===== src/rtl/ram_seq_pkg.sv =====
// Shared types for the RAM port sequencer: FSM states, the buffered command
// record and the error counter width.
package ram_seq_pkg;

  localparam int unsigned ERR_CNT_W  = 8;
  localparam int unsigned CMD_ADDR_W = 10;
  localparam int unsigned CMD_DATA_W = 8;

  typedef enum logic [1:0] {
    IDLE,
    ISSUE,
    WAIT,
    RESP
  } seq_state_t;

  typedef struct packed {
    logic                  we;
    logic [CMD_ADDR_W-1:0] addr;
    logic [CMD_DATA_W-1:0] wdata;
  } cmd_t;

endpackage


===== src/rtl/seq_cmd_fifo.sv =====
// Synchronous command FIFO with first-word-fall-through read data and an
// occupancy count. Push while full and pop while empty are ignored.
module seq_cmd_fifo
  import ram_seq_pkg::*;
#(
  parameter int unsigned DEPTH = 4
) (
  input  logic                       clk,
  input  logic                       rst,
  input  logic                       push,
  input  cmd_t                       wr_data,
  input  logic                       pop,
  output cmd_t                       rd_data,
  output logic                       full,
  output logic                       empty,
  output logic [$clog2(DEPTH):0]     count
);

  localparam int unsigned PTR_W = $clog2(DEPTH);
  localparam int unsigned CNT_W = PTR_W + 1;

  cmd_t             mem [DEPTH];
  logic [PTR_W-1:0] wr_ptr;
  logic [PTR_W-1:0] rd_ptr;
  logic             push_ok;
  logic             pop_ok;

  assign full    = (count == CNT_W'(DEPTH));
  assign empty   = (count == '0);
  assign push_ok = push && !full;
  assign pop_ok  = pop && !empty;
  assign rd_data = mem[rd_ptr];

  always_ff @(posedge clk) begin
    if (rst) begin
      wr_ptr <= '0;
      rd_ptr <= '0;
      count  <= '0;
    end else begin
      if (push_ok) wr_ptr <= wr_ptr + PTR_W'(1);
      if (pop_ok)  rd_ptr <= rd_ptr + PTR_W'(1);
      count <= count + CNT_W'(push_ok) - CNT_W'(pop_ok);
    end
  end

  always_ff @(posedge clk) begin
    if (push_ok) mem[wr_ptr] <= wr_data;
  end

endmodule


===== src/rtl/ram_port_sequencer.sv =====
// Per-port RAM command front-end: buffers commands, issues one-cycle RAM
// strobes, returns read data. Define RAM_SEQ_WRITE_ACK_EN to acknowledge writes.
module ram_port_sequencer
  import ram_seq_pkg::*;
#(
  parameter int unsigned ADDR_W     = CMD_ADDR_W,
  parameter int unsigned DATA_W     = CMD_DATA_W,
  parameter int unsigned MEM_DEPTH  = 512,
  parameter int unsigned FIFO_DEPTH = 4,
  parameter int unsigned RD_LATENCY = 1
) (
  input  logic                 clk,
  input  logic                 rst,
  input  logic                 cmd_valid,
  output logic                 cmd_ready,
  input  logic                 cmd_we,
  input  logic [ADDR_W-1:0]    cmd_addr,
  input  logic [DATA_W-1:0]    cmd_wdata,
  output logic                 rsp_valid,
  input  logic                 rsp_ready,
  output logic [DATA_W-1:0]    rsp_rdata,
  output logic                 rsp_err,
  output logic                 ram_wren,
  output logic                 ram_rden,
  output logic [ADDR_W-1:0]    ram_address,
  output logic [DATA_W-1:0]    ram_data,
  input  logic [DATA_W-1:0]    ram_q,
  output logic                 busy,
  output logic [ERR_CNT_W-1:0] err_count
);

`ifdef RAM_SEQ_WRITE_ACK_EN
  localparam bit WR_ACK = 1'b1;
`else
  localparam bit WR_ACK = 1'b0;
`endif

  localparam int unsigned CNT_W = $clog2(FIFO_DEPTH) + 1;

  seq_state_t       state;
  seq_state_t       state_next;
  cmd_t             cmd_in;
  cmd_t             head;
  logic             push;
  logic             pop;
  logic             fifo_full;
  logic             fifo_empty;
  logic [CNT_W-1:0] fifo_count;
  logic [CNT_W-1:0] cnt_next;
  logic             head_in_range;
  logic             cur_we;
  logic [2:0]       lat_cnt;

  assign cmd_in.we    = cmd_we;
  assign cmd_in.addr  = cmd_addr;
  assign cmd_in.wdata = cmd_wdata;

  assign push     = cmd_valid && cmd_ready && !fifo_full;
  assign cnt_next = fifo_count + CNT_W'(push) - CNT_W'(pop);

  seq_cmd_fifo #(
    .DEPTH (FIFO_DEPTH)
  ) u_fifo (
    .clk     (clk),
    .rst     (rst),
    .push    (push),
    .wr_data (cmd_in),
    .pop     (pop),
    .rd_data (head),
    .full    (fifo_full),
    .empty   (fifo_empty),
    .count   (fifo_count)
  );

  // Ready is registered from the post-update count, so a pop while full
  // cannot make room for a push in the same cycle.
  always_ff @(posedge clk) begin
    if (rst) cmd_ready <= 1'b0;
    else     cmd_ready <= (cnt_next != CNT_W'(FIFO_DEPTH));
  end

  assign head_in_range = (32'(head.addr) < MEM_DEPTH);

  always_ff @(posedge clk) begin
    if (rst) state <= IDLE;
    else     state <= state_next;
  end

  always_comb begin
    state_next = state;
    pop        = 1'b0;
    case (state)
      IDLE: begin
        if (!fifo_empty) begin
          pop = 1'b1;
          if (head_in_range)          state_next = ISSUE;
          else if (!head.we || WR_ACK) state_next = RESP;
        end
      end
      ISSUE: begin
        if (!cur_we)     state_next = WAIT;
        else if (WR_ACK) state_next = RESP;
        else             state_next = IDLE;
      end
      WAIT: begin
        if (lat_cnt == 3'd1) state_next = RESP;
      end
      RESP: begin
        if (rsp_ready) state_next = IDLE;
      end
      default: state_next = IDLE;
    endcase
  end

  always_ff @(posedge clk) begin
    if (rst) begin
      cur_we      <= 1'b0;
      ram_address <= '0;
      ram_data    <= '0;
      rsp_rdata   <= '0;
      rsp_err     <= 1'b0;
      err_count   <= '0;
      lat_cnt     <= '0;
    end else begin
      case (state)
        IDLE: begin
          if (pop) begin
            cur_we <= head.we;
            if (head_in_range) begin
              ram_address <= head.addr;
              if (head.we) ram_data <= head.wdata;
            end else begin
              if (err_count != '1) err_count <= err_count + ERR_CNT_W'(1);
              if (!head.we || WR_ACK) begin
                rsp_rdata <= '0;
                rsp_err   <= 1'b1;
              end
            end
          end
        end
        ISSUE: begin
          lat_cnt <= 3'(RD_LATENCY);
          if (cur_we && WR_ACK) begin
            rsp_rdata <= ram_data;
            rsp_err   <= 1'b0;
          end
        end
        WAIT: begin
          lat_cnt <= lat_cnt - 3'd1;
          if (lat_cnt == 3'd1) begin
            rsp_rdata <= ram_q;
            rsp_err   <= 1'b0;
          end
        end
        default: ;
      endcase
    end
  end

  assign ram_wren  = (state == ISSUE) && cur_we;
  assign ram_rden  = (state == ISSUE) && !cur_we;
  assign rsp_valid = (state == RESP);
  assign busy      = !fifo_empty || (state != IDLE);

endmodule


===== config.mk =====
export PLATFORM = sky130hd
export DESIGN_NAME = ram_port_sequencer
export DESIGN_NICKNAME = d
export VERILOG_FILES = /design/src/rtl/ram_seq_pkg.sv /design/src/rtl/seq_cmd_fifo.sv /design/src/rtl/ram_port_sequencer.sv
export SDC_FILE = /design/constraint.sdc
export NUM_CORES = 1
export LEC_CHECK = 0
export ABC_CLOCK_PERIOD_IN_PS = 2400
export CORE_ASPECT_RATIO = 0.6
export CORE_MARGIN = 4
export CORE_UTILIZATION = 33
export DETAILED_ROUTE_END_ITERATION = 10
export HOLD_SLACK_MARGIN = 0.08
export MAX_ROUTING_LAYER = met4
export PLACE_DENSITY_LB_ADDON = 0.05
export SYNTH_ARGS = -nofsm -noshare
export SYNTH_HDL_FRONTEND = slang
export SYNTH_SLANG_ARGS = --single-unit

===== constraint.sdc =====
create_clock -name clk -period 2.4 [get_ports clk]
set_clock_uncertainty 0.1 [all_clocks]
set_input_delay 0.24 -clock clk [delete_from_list [all_inputs] [get_ports clk]]
set_output_delay 0.24 -clock clk [all_outputs]
set_load 0.01 [all_outputs]

==> impl_metrics.ini, run 1 <==
[global_route]
grt_util_all_layers = 0.137
grt_pass1_vias = 3182
overflow = 0
grt_pass1_wl_um = 18200
grt_max_degree = 28
antenna_found_initial = 0

[clock_network]
holdBufCountCts = 0
post_cts_resized = 0
clk_latency_ns = 0.41
cts_tree = yes
numCtsBuffers = 17
cts.reportedPaths.clkPinSlew_ns = 0.06
htree_levels = 4
ctsRootBufferMaster = clkbuf_16
cts_max_path_buffers = 2
cts.sinks = 127

[route]
vias = 3164
drc = 0
wl_um = 11100
via_per_inst = 4.73
drtIter0Drc = 195
drtPass1Iterations = 4
post_drt_wl_per_cell_um = 16.7
antenna_left = 0

[placed_design]
io_buffers = 70
place_area_sq_um = 6180
dp_slack_ns = 0.0745
dp_cells = 636
dpl.hpwl_um = 7550
gp_routability_congestion = 0.752

[cells_and_area]
diodes = 0
utilization = 0.443
layout-drive-gt1-share = 0.170
postLayoutCellArea_sq_um = 6790
n_fill_cell = 1393
fin_nets = 501
layoutNonFillerInstCount = 669
syn_to_final_growth_pct = 31.5

[critical_path]
endpoint_kind = output port
reg2regPathDepth = 11
crit_path_start_kind = flop
startpoint = state[1]
cp_slowest_cell = clkdlybuf4s50_1
r2r-start = state[1]
rrSetupSlack_ns = 0.21
crit_type = flop to output port
cp.arrival_ns = 1.90
cp.required_ns = 2.06
cpPeakStageDelay_ns = 0.53
critPathMaxFanout = 15
crit_chain = inv_1 > ha_1 > buf_4 > nand2_1 > clkdlybuf4s50_1
rr_endpoint = cmd_ready
endpoint = busy

[synthesis]
yosys_register_bits = 127
syn_inst = 362
yosys.area.top_type = edfxtp_1
synth.area.top_cells = edfxtp_1, dfxtp_1, mux4_2
yosysSeqAreaShare = 0.640
yosysMostFrequentCell = edfxtp_1
synth_common_cells = edfxtp_1, dfxtp_1, nand2_1
yosys_warnings = 0
syn_area_sq_um = 5160
synthFlopType = edfxtp_1
synth.avg_cell_area_sq_um = 14.3
ys_types = 44
synth_top_area_frac = 0.442
synth-edff-count = 76
ys_async_sr_fraction = 0
synth.net_count = 410

[flow_run]
max_cap_viol_count = 0

[power_and_ir_drop]
finalPower_mw = 7.46
power.density_nw_per_um2 = 1100
p_leak_nw = 2.35
ir_drop_v = 0.000505

[sta]
fin_crit_sh = 0.932
hold_violations = 0
worst_slack_ns = 0.163
tightest_slew_ns = 0.546
relSlewSlack = 0.635
timing.fmax_mhz = 447
rsz0062_at_grt = no
setup_violations = 0
whs_ns = 0.156
fin_crit_ns = 2.24
maxSlewViolCount = 0
fin_setup_tns_ns = 0

[floorplan]
die_x_um = 169
start_util = 0.337
die-area_sq_um = 17800
die_h_um = 105
ios = 71
placementRows = 35
core-area_sq_um = 15300

[min_path]
hold_class = input port to flop

[outcome]
status = complete, no violations
## cell usage in the layout, fill, tap and decap left out, types with 15 or more instances in the layout
| master | synthesis | routed |
|---|---|---|
| edfxtp_1 | 76 | 76 |
| clkdlybuf4s50_1 | 0 | 69 |
| dfxtp_1 | 51 | 51 |
| nand2_1 | 28 | 28 |
| mux4_2 | 19 | 19 |
| nor2_1 | 19 | 19 |
| buf_4 | 2 | 19 |
| inv_1 | 18 | 18 |
| a21oi_1 | 18 | 18 |
| clkbuf_16 | 0 | 17 |
| ha_1 | 15 | 15 |
## registers in the layout (all words and copies together), names as in the netlist, named ones only
name / count
u_fifo.wr_ptr: 2
err_count: 8
u_fifo.mem: 76
cmd_ready: 1
lat_cnt: 3
rsp_err: 1
u_fifo.rd_ptr: 2
ram_data: 8
cur_we: 1
state: 2
ram_address: 10
rsp_rdata: 8
u_fifo.count: 3
## report_power, final
| group | internal, mW | leakage (nW) | switching [mW] |
|---|---|---|---|
| Clock | 1.56 | 0.284 | 1.03 |
| Combinational | 1.00 | 0.964 | 1.10 |
| Sequential | 2.60 | 1.10 | 0.172 |
## worst min path at each step
stage	from	end	slack, ns	depth (start not counted)
floorplan	cmd_wdata[0]	u_fifo.mem[0][0]	0.24	0
global placement	ram_address[5]	ram_address[5]	0.34	2
detailed placement	ram_address[4]	ram_address[4]	0.35	2
CTS	rst	lat_cnt[2]	0.14	2
global route	rst	lat_cnt[2]	0.17	2
finish	rst	lat_cnt[2]	0.16	2
## what timing repair did
action                                  4_1_cts  5_1_grt
endpoints found under the hold margin         0        0
endpoints found under the setup margin        0        3
setup buffers                                 0        1
## layer usage
layer	share of wire	vias to the layer above	global-route usage
met4	0.0070	0	0.0345
met5	0	-	-
li1	-	1539	-
met1	0.52	1555	0.202
met2	0.42	62	0.184
met3	0.048	8	0.0397
## cell families after synthesis
family,Yosys count,share of synthesized area
compound gates,55,0.0778
xor+xnor,7,0.0119
simple gates,89,0.0916
buf+inv,37,0.0308
mux,30,0.104
fa+ha+maj,17,0.0441
flops,127,0.640
## area by class of cell
type / count / area [sq um] / area share
clock buffers: 17 / 425 / 0.0627
clock inverters: 15 / 173 / 0.0254
inverters: 19 / 72.6 / 0.0107
multi-input cells: 198 / 1700 / 0.251
flip-flops and latches: 127 / 3300 / 0.487
well taps: 203 / 254 / 0.0374
repair buffers: 90 / 858 / 0.126
## worst max-delay path, delay by kind of cell, from the launching register on
family | cells | cell delay, ns
AND/OR/NAND/NOR | 1 | 0.07
flip-flops | 1 | 0.39
adder cells (fa/ha/maj) | 1 | 0.22
buffers and inverters | 3 | 0.82
No activity file was read; power rests on OpenSTA's default activity.
==> run 2, diff against run 1 <==
--- a/config.mk
+++ b/config.mk
@@ -8,7 +8,7 @@
 export ABC_CLOCK_PERIOD_IN_PS = 2400
 export CORE_ASPECT_RATIO = 0.6
 export CORE_MARGIN = 4
-export CORE_UTILIZATION = 33
+export CORE_UTILIZATION = 49
 export DETAILED_ROUTE_END_ITERATION = 10
 export HOLD_SLACK_MARGIN = 0.08
 export MAX_ROUTING_LAYER = met4
==> impl_metrics.ini, run 2 (synthesis results as in run 1) <==
[cells_and_area]
layout-drive-gt1-share = 0.153
mostFrequentLayoutCells = edfxtp_1, clkdlybuf4s50_1, dfxtp_1
syn_to_final_growth_pct = 29.7
layout_commonest_cell = edfxtp_1
fin_nets = 500
top_regs = u_fifo.mem (76), ram_address (10)
n_fill_cell = 711
diodes = 0
top_register = u_fifo.mem
largest_reg_flops = 76
multi_input_area_sq_um = 1700
seqCellArea_sq_um = 3300

[sta]
rsz0062_at_grt = no
hold_violations = 0
timing.fmax_mhz = 444
fin_setup_tns_ns = 0
maxSlewViolCount = 0
relSlewSlack = 0.625
tightest_slew_ns = 0.561
fin_crit_sh = 0.939
setup_violations = 0
fin_crit_ns = 2.25
whs_ns = 0.167

[global_route]
grt_pass1_wl_um = 17100
met3_usage = 0.0461
grt_util_all_layers = 0.186
grt_use_met1 = 0.264
antenna_found_initial = 0
grt_pass1_vias = 3274
met2_usage = 0.270
grt-busiest-layer = met2
grt_max_degree = 27
overflow = 0

[min_path]
hold_depth = 2
holdPathEnd = ram_data[1]
min-delay-start = rst
hold_class = input port to flop

[route]
post_drt_wl_per_cell_um = 17.4
vias = 3243
drc = 0
antenna_left = 0
drtIter0Drc = 196
wl_um = 10500
drtPass1Iterations = 4
via_per_inst = 5.41

[clock_network]
htree_levels = 4
cts_tree = yes
ctsRootBufferMaster = clkbuf_16
cts_max_path_buffers = 2
post_cts_resized = 0
cts_setup_buffers = 0
cts.reportedPaths.clkPinSlew_ns = 0.05
holdBufCountCts = 0
clk_latency_ns = 0.40
cts.sinks = 127
numCtsBuffers = 17

[critical_path]
crit_path_start_kind = flop
cp.buffers_inverters = 3
crit_chain = inv_1 > ha_1 > buf_4 > nand2_1 > clkdlybuf4s50_1
endpoint_kind = output port
cp.required_ns = 2.06
crit_type = flop to output port
rr_endpoint = u_fifo.count[2]
reg2regPathDepth = 10
critPathMaxFanout = 15
rrSetupSlack_ns = 0.16
cpPeakStageDelay_ns = 0.53
critPathTopFamily = buffers and inverters
cp.arrival_ns = 1.91
r2r-start = state[0]
cp_slowest_cell = clkdlybuf4s50_1

[placed_design]
io_buffers = 70
gp_routability_congestion = 0.743
dpl.hpwl_um = 7150

[power_and_ir_drop]
ir_drop_v = 0.000706
power.density_nw_per_um2 = 1100
p_leak_nw = 2.35
finalPower_mw = 7.38

[floorplan]
die_h_um = 87.5
die_x_um = 141
core-area_sq_um = 10100
die-area_sq_um = 12300
placementRows = 28
ios = 71
start_util = 0.514

[flow_run]
max_cap_viol_count = 0

[outcome]
status = complete, no violations
-- run 2: cell count changes in the layout (fill, tap and decap cells not counted) --
cell        change
buf_4           -1
clkbuf_1        +4
clkbuf_16       +1
clkbuf_8        +4
clkinv_1        +3
clkinv_4        -3
clkinvlp_4      -2
inv_6           -6
inv_8           -1
-- run 2: worst max path at each step --
stage / to / from / cells past startpoint
6_report: busy / state[0] / 5
5_1_grt: cmd_ready / state[0] / 11
4_1_cts: cmd_ready / state[0] / 11
3_5_place_dp: cmd_ready / state[0] / 11
3_3_place_gp: cmd_ready / u_fifo.count[0] / 9
2_1_floorplan: u_fifo.count[2] / state[0] / 11
-- run 2: metal layers --
layer	vias to the layer above	wire, um	part of all wire
li1	1541	-	-
met1	1614	5160	0.49
met2	84	4700	0.45
met3	4	571	0.055
met4	0	40	0.0038
met5	-	0	0
-- run 2: per-stage QoR --
stage	setup slack, ns	std cells	util	area, sq um
after floorplan	0.0413	362	-	5160
after global placement	0.173	567	0.606	6090
after detailed placement	0.0928	567	0.606	6090
after CTS	0.0888	599	0.665	6690
after global routing	0.0176	600	0.666	6700
final	0.148	600	0.666	6700
-- run 2: power by group --
part,internal [mW],total (mW),leakage [nW],switching [mW]
clock,1.69,2.55,0.288,0.858
sequential,2.60,2.77,1.10,0.161
combinational,0.984,2.06,0.958,1.08
-- run 2: layout make-up --
| cell class | instances | area share |
|---|---|---|
| multi-input combinational | 198 | 0.254 |
| timing repair buffer | 89 | 0.127 |
| tap | 135 | 0.0252 |
| sequential | 127 | 0.493 |
| inverter | 19 | 0.0108 |
| clock inverter | 6 | 0.0118 |
| clock buffer | 26 | 0.0777 |
